### src/rtl/serial_adder_if.sv
`default_nettype none
// ============================================================================
//  Module      : serial_adder_if
//  Description : Request/result bundle for the bit-serial adder.
//                master drives the operands and start, slave returns status
//                and the registered result.
//  Signals     : start      request to begin an addition
//                a, b       WIDTH-bit operands
//                cin        carry-in
//                busy       high while bits are being added
//                done       one-cycle result-valid strobe
//                sum        WIDTH-bit registered sum
//                cout       registered carry-out
//  Revision    : 1.0  initial release
// ============================================================================
interface serial_adder_if #(
  parameter int WIDTH = 8
) ();
  logic             start;
  logic [WIDTH-1:0] a;
  logic [WIDTH-1:0] b;
  logic             cin;
  logic             busy;
  logic             done;
  logic [WIDTH-1:0] sum;
  logic             cout;

  modport master (
    output start, a, b, cin,
    input  busy, done, sum, cout
  );

  modport slave (
    input  start, a, b, cin,
    output busy, done, sum, cout
  );
endinterface
`default_nettype wire

### src/rtl/serial_adder.sv
`default_nettype none
// ============================================================================
//  Module      : serial_adder
//  Description : Bit-serial adder, {cout,sum} = a + b + cin. One full-adder
//                cell and a carry flop process one bit per clock, LSB first.
//                One result every WIDTH+2 cycles (accept, WIDTH bits, DONE).
//  Ports       : clk    clock, all state changes on the rising edge
//                rst_n  synchronous active-low reset
//                bus    serial_adder_if.slave (start/a/b/cin in,
//                       busy/done/sum/cout out)
//  Parameters  : WIDTH  operand width in bits, WIDTH >= 1
//  Revision    : 1.0  initial release
// ============================================================================
module serial_adder #(
  parameter int WIDTH = 8
) (
  input  logic          clk,
  input  logic          rst_n,
  serial_adder_if.slave bus
);

  localparam int                CNT_W    = (WIDTH > 1) ? $clog2(WIDTH) : 1;
  localparam logic [CNT_W-1:0]  LAST_BIT = CNT_W'(WIDTH - 1);

  localparam logic [1:0] S_IDLE = 2'd0;
  localparam logic [1:0] S_BUSY = 2'd1;
  localparam logic [1:0] S_DONE = 2'd2;

  logic [1:0]       state_q, state_d;
  logic [CNT_W-1:0] cnt_q,   cnt_d;
  logic [WIDTH-1:0] a_sh_q,  a_sh_d;
  logic [WIDTH-1:0] b_sh_q,  b_sh_d;
  logic [WIDTH-1:0] res_q,   res_d;
  logic [WIDTH-1:0] sum_q,   sum_d;
  logic             carry_q, carry_d;
  logic             cout_q,  cout_d;

  logic             fa_s;
  logic             fa_c;
  logic             last_bit;
  logic [WIDTH-1:0] res_shift;
  logic             busy_w;
  logic             done_w;

  // --------------------------------------------------------------------------
  // Full-adder cell on the operand LSBs and the carry flop
  // --------------------------------------------------------------------------
  assign fa_s     = a_sh_q[0] ^ b_sh_q[0] ^ carry_q;
  assign fa_c     = (a_sh_q[0] & b_sh_q[0]) | (carry_q & (a_sh_q[0] ^ b_sh_q[0]));
  assign last_bit = (cnt_q == LAST_BIT);

  // Sum bits enter from the MSB side so that after WIDTH shifts the first
  // (LSB) bit has reached position 0.
  generate
    if (WIDTH == 1) begin : g_res_w1
      assign res_shift = fa_s;
    end else begin : g_res_wn
      assign res_shift = {fa_s, res_q[WIDTH-1:1]};
    end
  endgenerate

  // --------------------------------------------------------------------------
  // FSM: state register
  // --------------------------------------------------------------------------
  always_ff @(posedge clk) begin
    if (!rst_n) begin
      state_q <= S_IDLE;
    end else begin
      state_q <= state_d;
    end
  end

  // --------------------------------------------------------------------------
  // FSM: next-state logic; start is only looked at in IDLE
  // --------------------------------------------------------------------------
  always_comb begin
    state_d = state_q;
    case (state_q)
      S_IDLE:  if (bus.start) state_d = S_BUSY;
      S_BUSY:  if (last_bit)  state_d = S_DONE;
      S_DONE:  state_d = S_IDLE;
      default: state_d = S_IDLE;
    endcase
  end

  // --------------------------------------------------------------------------
  // FSM: outputs decoded from the state flop, so busy/done are mutually
  // exclusive and glitch-free
  // --------------------------------------------------------------------------
  always_comb begin
    busy_w = 1'b0;
    done_w = 1'b0;
    case (state_q)
      S_BUSY:  busy_w = 1'b1;
      S_DONE:  done_w = 1'b1;
      default: ;
    endcase
  end

  assign bus.busy = busy_w;
  assign bus.done = done_w;
  assign bus.sum  = sum_q;
  assign bus.cout = cout_q;

  // --------------------------------------------------------------------------
  // Datapath next-state
  // --------------------------------------------------------------------------
  always_comb begin
    cnt_d   = cnt_q;
    a_sh_d  = a_sh_q;
    b_sh_d  = b_sh_q;
    res_d   = res_q;
    carry_d = carry_q;
    sum_d   = sum_q;
    cout_d  = cout_q;
    case (state_q)
      S_IDLE: begin
        if (bus.start) begin
          // Operands and carry are snapshotted here; later input changes
          // cannot disturb the operation in flight.
          a_sh_d  = bus.a;
          b_sh_d  = bus.b;
          carry_d = bus.cin;
          cnt_d   = '0;
          res_d   = '0;
        end
      end
      S_BUSY: begin
        a_sh_d  = a_sh_q >> 1;
        b_sh_d  = b_sh_q >> 1;
        carry_d = fa_c;
        res_d   = res_shift;
        cnt_d   = cnt_q + CNT_W'(1);
        // Visible result only changes when the final bit is in.
        if (last_bit) begin
          sum_d  = res_shift;
          cout_d = fa_c;
        end
      end
      default: ;
    endcase
  end

  always_ff @(posedge clk) begin
    if (!rst_n) begin
      cnt_q   <= '0;
      a_sh_q  <= '0;
      b_sh_q  <= '0;
      res_q   <= '0;
      carry_q <= 1'b0;
      sum_q   <= '0;
      cout_q  <= 1'b0;
    end else begin
      cnt_q   <= cnt_d;
      a_sh_q  <= a_sh_d;
      b_sh_q  <= b_sh_d;
      res_q   <= res_d;
      carry_q <= carry_d;
      sum_q   <= sum_d;
      cout_q  <= cout_d;
    end
  end

endmodule
`default_nettype wire

### src/flat_wrapper.sv
// flat-port wrapper written by rule: the top's interface ports become plain ports
module serial_adder_flat 
#(
  parameter int WIDTH = 8
)
  (clk, rst_n, bus_start, bus_a, bus_b, bus_cin, bus_busy, bus_done, bus_sum, bus_cout);
  serial_adder_if #(.WIDTH(WIDTH)) bus_i ();
  input  logic clk;
  input  logic rst_n;
  input wire logic [$bits(bus_i.start)-1:0] bus_start;
  input wire logic [$bits(bus_i.a)-1:0] bus_a;
  input wire logic [$bits(bus_i.b)-1:0] bus_b;
  input wire logic [$bits(bus_i.cin)-1:0] bus_cin;
  output wire logic [$bits(bus_i.busy)-1:0] bus_busy;
  output wire logic [$bits(bus_i.done)-1:0] bus_done;
  output wire logic [$bits(bus_i.sum)-1:0] bus_sum;
  output wire logic [$bits(bus_i.cout)-1:0] bus_cout;
  assign bus_i.start = bus_start;
  assign bus_i.a = bus_a;
  assign bus_i.b = bus_b;
  assign bus_i.cin = bus_cin;
  assign bus_busy = bus_i.busy;
  assign bus_done = bus_i.done;
  assign bus_sum = bus_i.sum;
  assign bus_cout = bus_i.cout;
  serial_adder #(.WIDTH(WIDTH)) u_core (.clk(clk), .rst_n(rst_n), .bus(bus_i));
endmodule
### config.mk
export PLATFORM = sky130hd
export DESIGN_NAME = serial_adder_flat
export DESIGN_NICKNAME = d
export VERILOG_FILES = /design/src/rtl/serial_adder_if.sv /design/src/rtl/serial_adder.sv /design/src/flat_wrapper.sv
export SDC_FILE = /design/constraint.sdc
export NUM_CORES = 1
export LEC_CHECK = 0
export ABC_AREA = 0
export CAP_MARGIN = 5
export CORE_ASPECT_RATIO = 2
export CORE_UTILIZATION = 51
export CTS_CLUSTER_DIAMETER = 50
export DETAILED_ROUTE_END_ITERATION = 10
export HOLD_SLACK_MARGIN = 0.15
export PLACE_DENSITY = 0.83
export SLEW_MARGIN = 10
export SYNTH_ARGS = -nofsm -noshare
export SYNTH_HDL_FRONTEND = slang
export SYNTH_SLANG_ARGS = --single-unit
### constraint.sdc
create_clock -name clk -period 1.5 [get_ports clk]
set_clock_uncertainty 0.1 [all_clocks]
set_input_delay 0.375 -clock clk [delete_from_list [all_inputs] [get_ports clk]]
set_output_delay 0.375 -clock clk [all_outputs]
set_load 0.02 [all_outputs]
==> summary.txt <==
Pwr
  • Switching Fraction: 23.75%
  • Gate power share: 13.1%
  • Sequential Power Share: 52.6%
  • P_leak: 0.9854 nW
  • PD cells: 990.3 mW/mm^2
  • Internal power: 1.579 mW
  • Clock power frac: 34.3%
  • Overall power: 2.071 mW
  • Max IR drop VDD: 0.0009954 V
  • Psw: 491.8 uW

Clock tree
  • Clk sinks: 38
  • CTS HTree Levels: 2
  • Clock buffer depth: 2
  • Num CTS Buffers: 5
  • CTS tree: built
  • CTS root buf: clkbuf_8
  • Cts hold-fix bufs: 0
  • Clk Latency, worst-skew pair: 0.28 ns
  • Clock slew at reported path FFs: 0.07 ns

Cells and area
  • Antenna diode count: 0
  • Layout cell share with drive strength beyond 1: 14.65%
  • Area Growth Syn to Fin: 27.07%
  • Fillcell total: 250
  • Register area: 762.0 sq um
  • Post-Layout Cell Count: 228
  • Multi-input combinational cell area: 818.3 sq um
  • Fin nets: 220

Die
  • Die area: 0.003471 sq mm
  • Die X: 42.17 um
  • Ports: 31
  • Die span in y: 82.33 um
  • FP Rows: 28
  • Initial core utilization: 54.61%
  • Core area: 0.003013 sq mm

Hold path
  • Hold Path Class: reg2reg
  • Hold Path Stages: 2
  • Worst Hold End: u_core.bus.sum[2]$_SDFFE_PN0P_
  • Hold Startpoint: u_core.bus.sum[2]$_SDFFE_PN0P_

STA
  • Final slew viol count: 0
  • Min Tclk post-route: 1.450 ns
  • Final period utilization: 96.70%
  • Setup ws final: 0.04950 ns
  • Setup violations, final: 0
  • Actual slew at the worst max-slew pin: 0.1846 ns
  • Final Hold Fails: 0
  • RSZ-0062 raised after global routing: no
  • Rel. slew slack: 87.34%
  • Fmax: 689.4 MHz

Setup path
  • Worst R2R End: u_core.a_sh_q[5]$_SDFFE_PN0P_
  • CP Launch Type: flop
  • Crit path launch: u_core.state_q[1]$_SDFFE_PN0P_
  • R2r setup slk: 0.11 ns
  • Critical Path AT: 0.98 ns
  • RR Startpoint: u_core.state_q[0]$_SDFFE_PN0P_
  • Worst-case reg-to-reg path depth: 4
  • CP Capture Type: output pin
  • Crit Path Category: reg2out
  • Critical Path RT: 1.02 ns
  • Biggest fanout along the worst timing path: 3

Synthesis
  • Mapped Cells: 161
  • Yosys top cell area share: 46.24%
  • Synthesized Nets: 184
  • Synth top cells by count: 38 x dfxtp_1, 22 x nand2_1, 13 x mux2i_1, 13 x o211a_1, 11 x nor2b_1
  • Syn Area/Cell: 10.22 sq um
  • Sequential-to-total area share from yosys stat: 46.24%
  • Post-synth cell types: 25
  • Synth area leaders: dfxtp_1 46%, mux2i_1 7.9%, o211a_1 7.9%
  • Synth warn: 0
  • Post-synthesis cell area: 0.001645 sq mm
  • Asr flop ratio synth: 0%
  • Most frequent cell after synthesis: dfxtp_1
  • Main synth FF type: dfxtp_1
  • Post-synthesis register bit count: 38
  • Post-synth EDFFs: 0
  • Post-synth top area cell: dfxtp_1

Outcome
  • Status: completed

Global route
  • Largest net degree at the start of global routing: 30
  • Total track usage: 22.48%
  • Total congestion overflow: 0
  • Initial antenna violation count: 0
  • Vias in the first global route: 1296
  • First-pass GRT wire length: 5865 um

Flow run
  • Max-cap violations: 0

Detailed routing
  • Wire per inst: 14.82 um
  • DR iter-0 viols: 30
  • Post-DRT Antenna Nets: 0
  • DRT Pass-1 Iters: 4
  • Post-DR vias/cell: 5.728
  • Via Count: 1306
  • Post-detailed-route DRC marker count: 0
  • Drt total wl: 3380 um

Placed design
  • Dpl ws: -0.2710 ns
  • IO buf count: 30
  • Final GP Congestion: 0.8483
  • Detail Placement HPWL: 2436 um
  • Placed cells: 220
[worst max-delay path, cell delays in order (launching register included)]
cell and delay [ns]:
dfxtp_1 0.32, nand2b_4 0.14, inv_1 0.07, buf_2 0.16
[cells in the final DEF (no fill, tap or decap), types with 6 or more instances in the layout]
master,instances
nand3_1,8
nor2_1,7
nand2_1,22
a22oi_1,9
clkdlybuf4s50_1,19
mux2i_1,13
buf_4,9
a21boi_0,8
dfxtp_1,37
dlygate4sd2_1,9
clkbuf_8,6
o211a_1,13
nor2b_1,11
[layout make-up]
class,count,share of cell area (%)
multi-input cells,110,39.14
flip-flops and latches,38,36.45
repair buffers,41,18.07
clock buffers,7,4.129
well taps,30,1.795
clock inverters,1,0.2394
inverters,1,0.1795
[through the flow]
stage	instance area, sq um	util (%)	TNS (ns)	hold WS [ns]
3_5_place_dp	1989	66.03	-4.462	0.3562
3_3_place_gp	1989	66.03	-3.609	0.3501
6_report	2091	69.39	0	0.3672
5_1_grt	2091	69.39	0	0.3981
4_1_cts	2061	68.40	0	0.3639
2_1_floorplan	1645	-	0	0.3518
[worst max path at each step]
stage	endpoint	slack [ns]	depth (start not counted)
final	bus_busy	0.05	3
after global routing	bus_done	0.005	2
after CTS	u_core.bus.cout$_SDFFE_PN0P_	0.04	5
after detailed placement	u_core.a_sh_q[5]$_SDFFE_PN0P_	-0.27	4
after global placement	u_core.a_sh_q[5]$_SDFFE_PN0P_	-0.22	4
after floorplan	bus_done	0.08	3
[metal layers]
layer | GRT usage, % | vias up | wire length (um)
li1 | - | 644 | -
met1 | 22.48 | 616 | 1243
met2 | 42.46 | 39 | 1923
met3 | 3.913 | 7 | 121
met4 | 12.81 | 0 | 92
met5 | 0 | - | 0
[power groups by stage]
stage               Clock [mW]  Combinational, mW  Sequential, mW
finish                   0.710              0.272            1.09
floorplan                    0              0.178            1.10
CTS                      0.732              0.266            1.09
detailed placement           0              0.266            1.11
global route             0.754              0.299            1.09
global placement             0              0.255            1.11
[kinds of logic after synthesis]
| family | synth area share [%] |
|---|---|
| adders and majority gates | 2.737 |
| muxes | 7.908 |
| DFF | 46.24 |
| AOI/OAI and AO/OA | 20.08 |
| and+or+nand+nor | 17.41 |
| buffers and inverters | 5.627 |
[timing repair]
action,in CTS,in global routing
endpoints found under the setup margin,11,7
setup buffers,0,0
gates resized for setup,18,8
hold endpoints to repair,0,0
[flip-flops by register name (all words and copies together) (netlist names)]
signal	flops
u_core.a_sh_q	8
u_core.b_sh_q	8
u_core.bus.cout	1
u_core.bus.sum	8
u_core.carry_q	1
u_core.cnt_q	3
u_core.res_q	7
u_core.state_q	2
(Power assumes the default switching activity.)
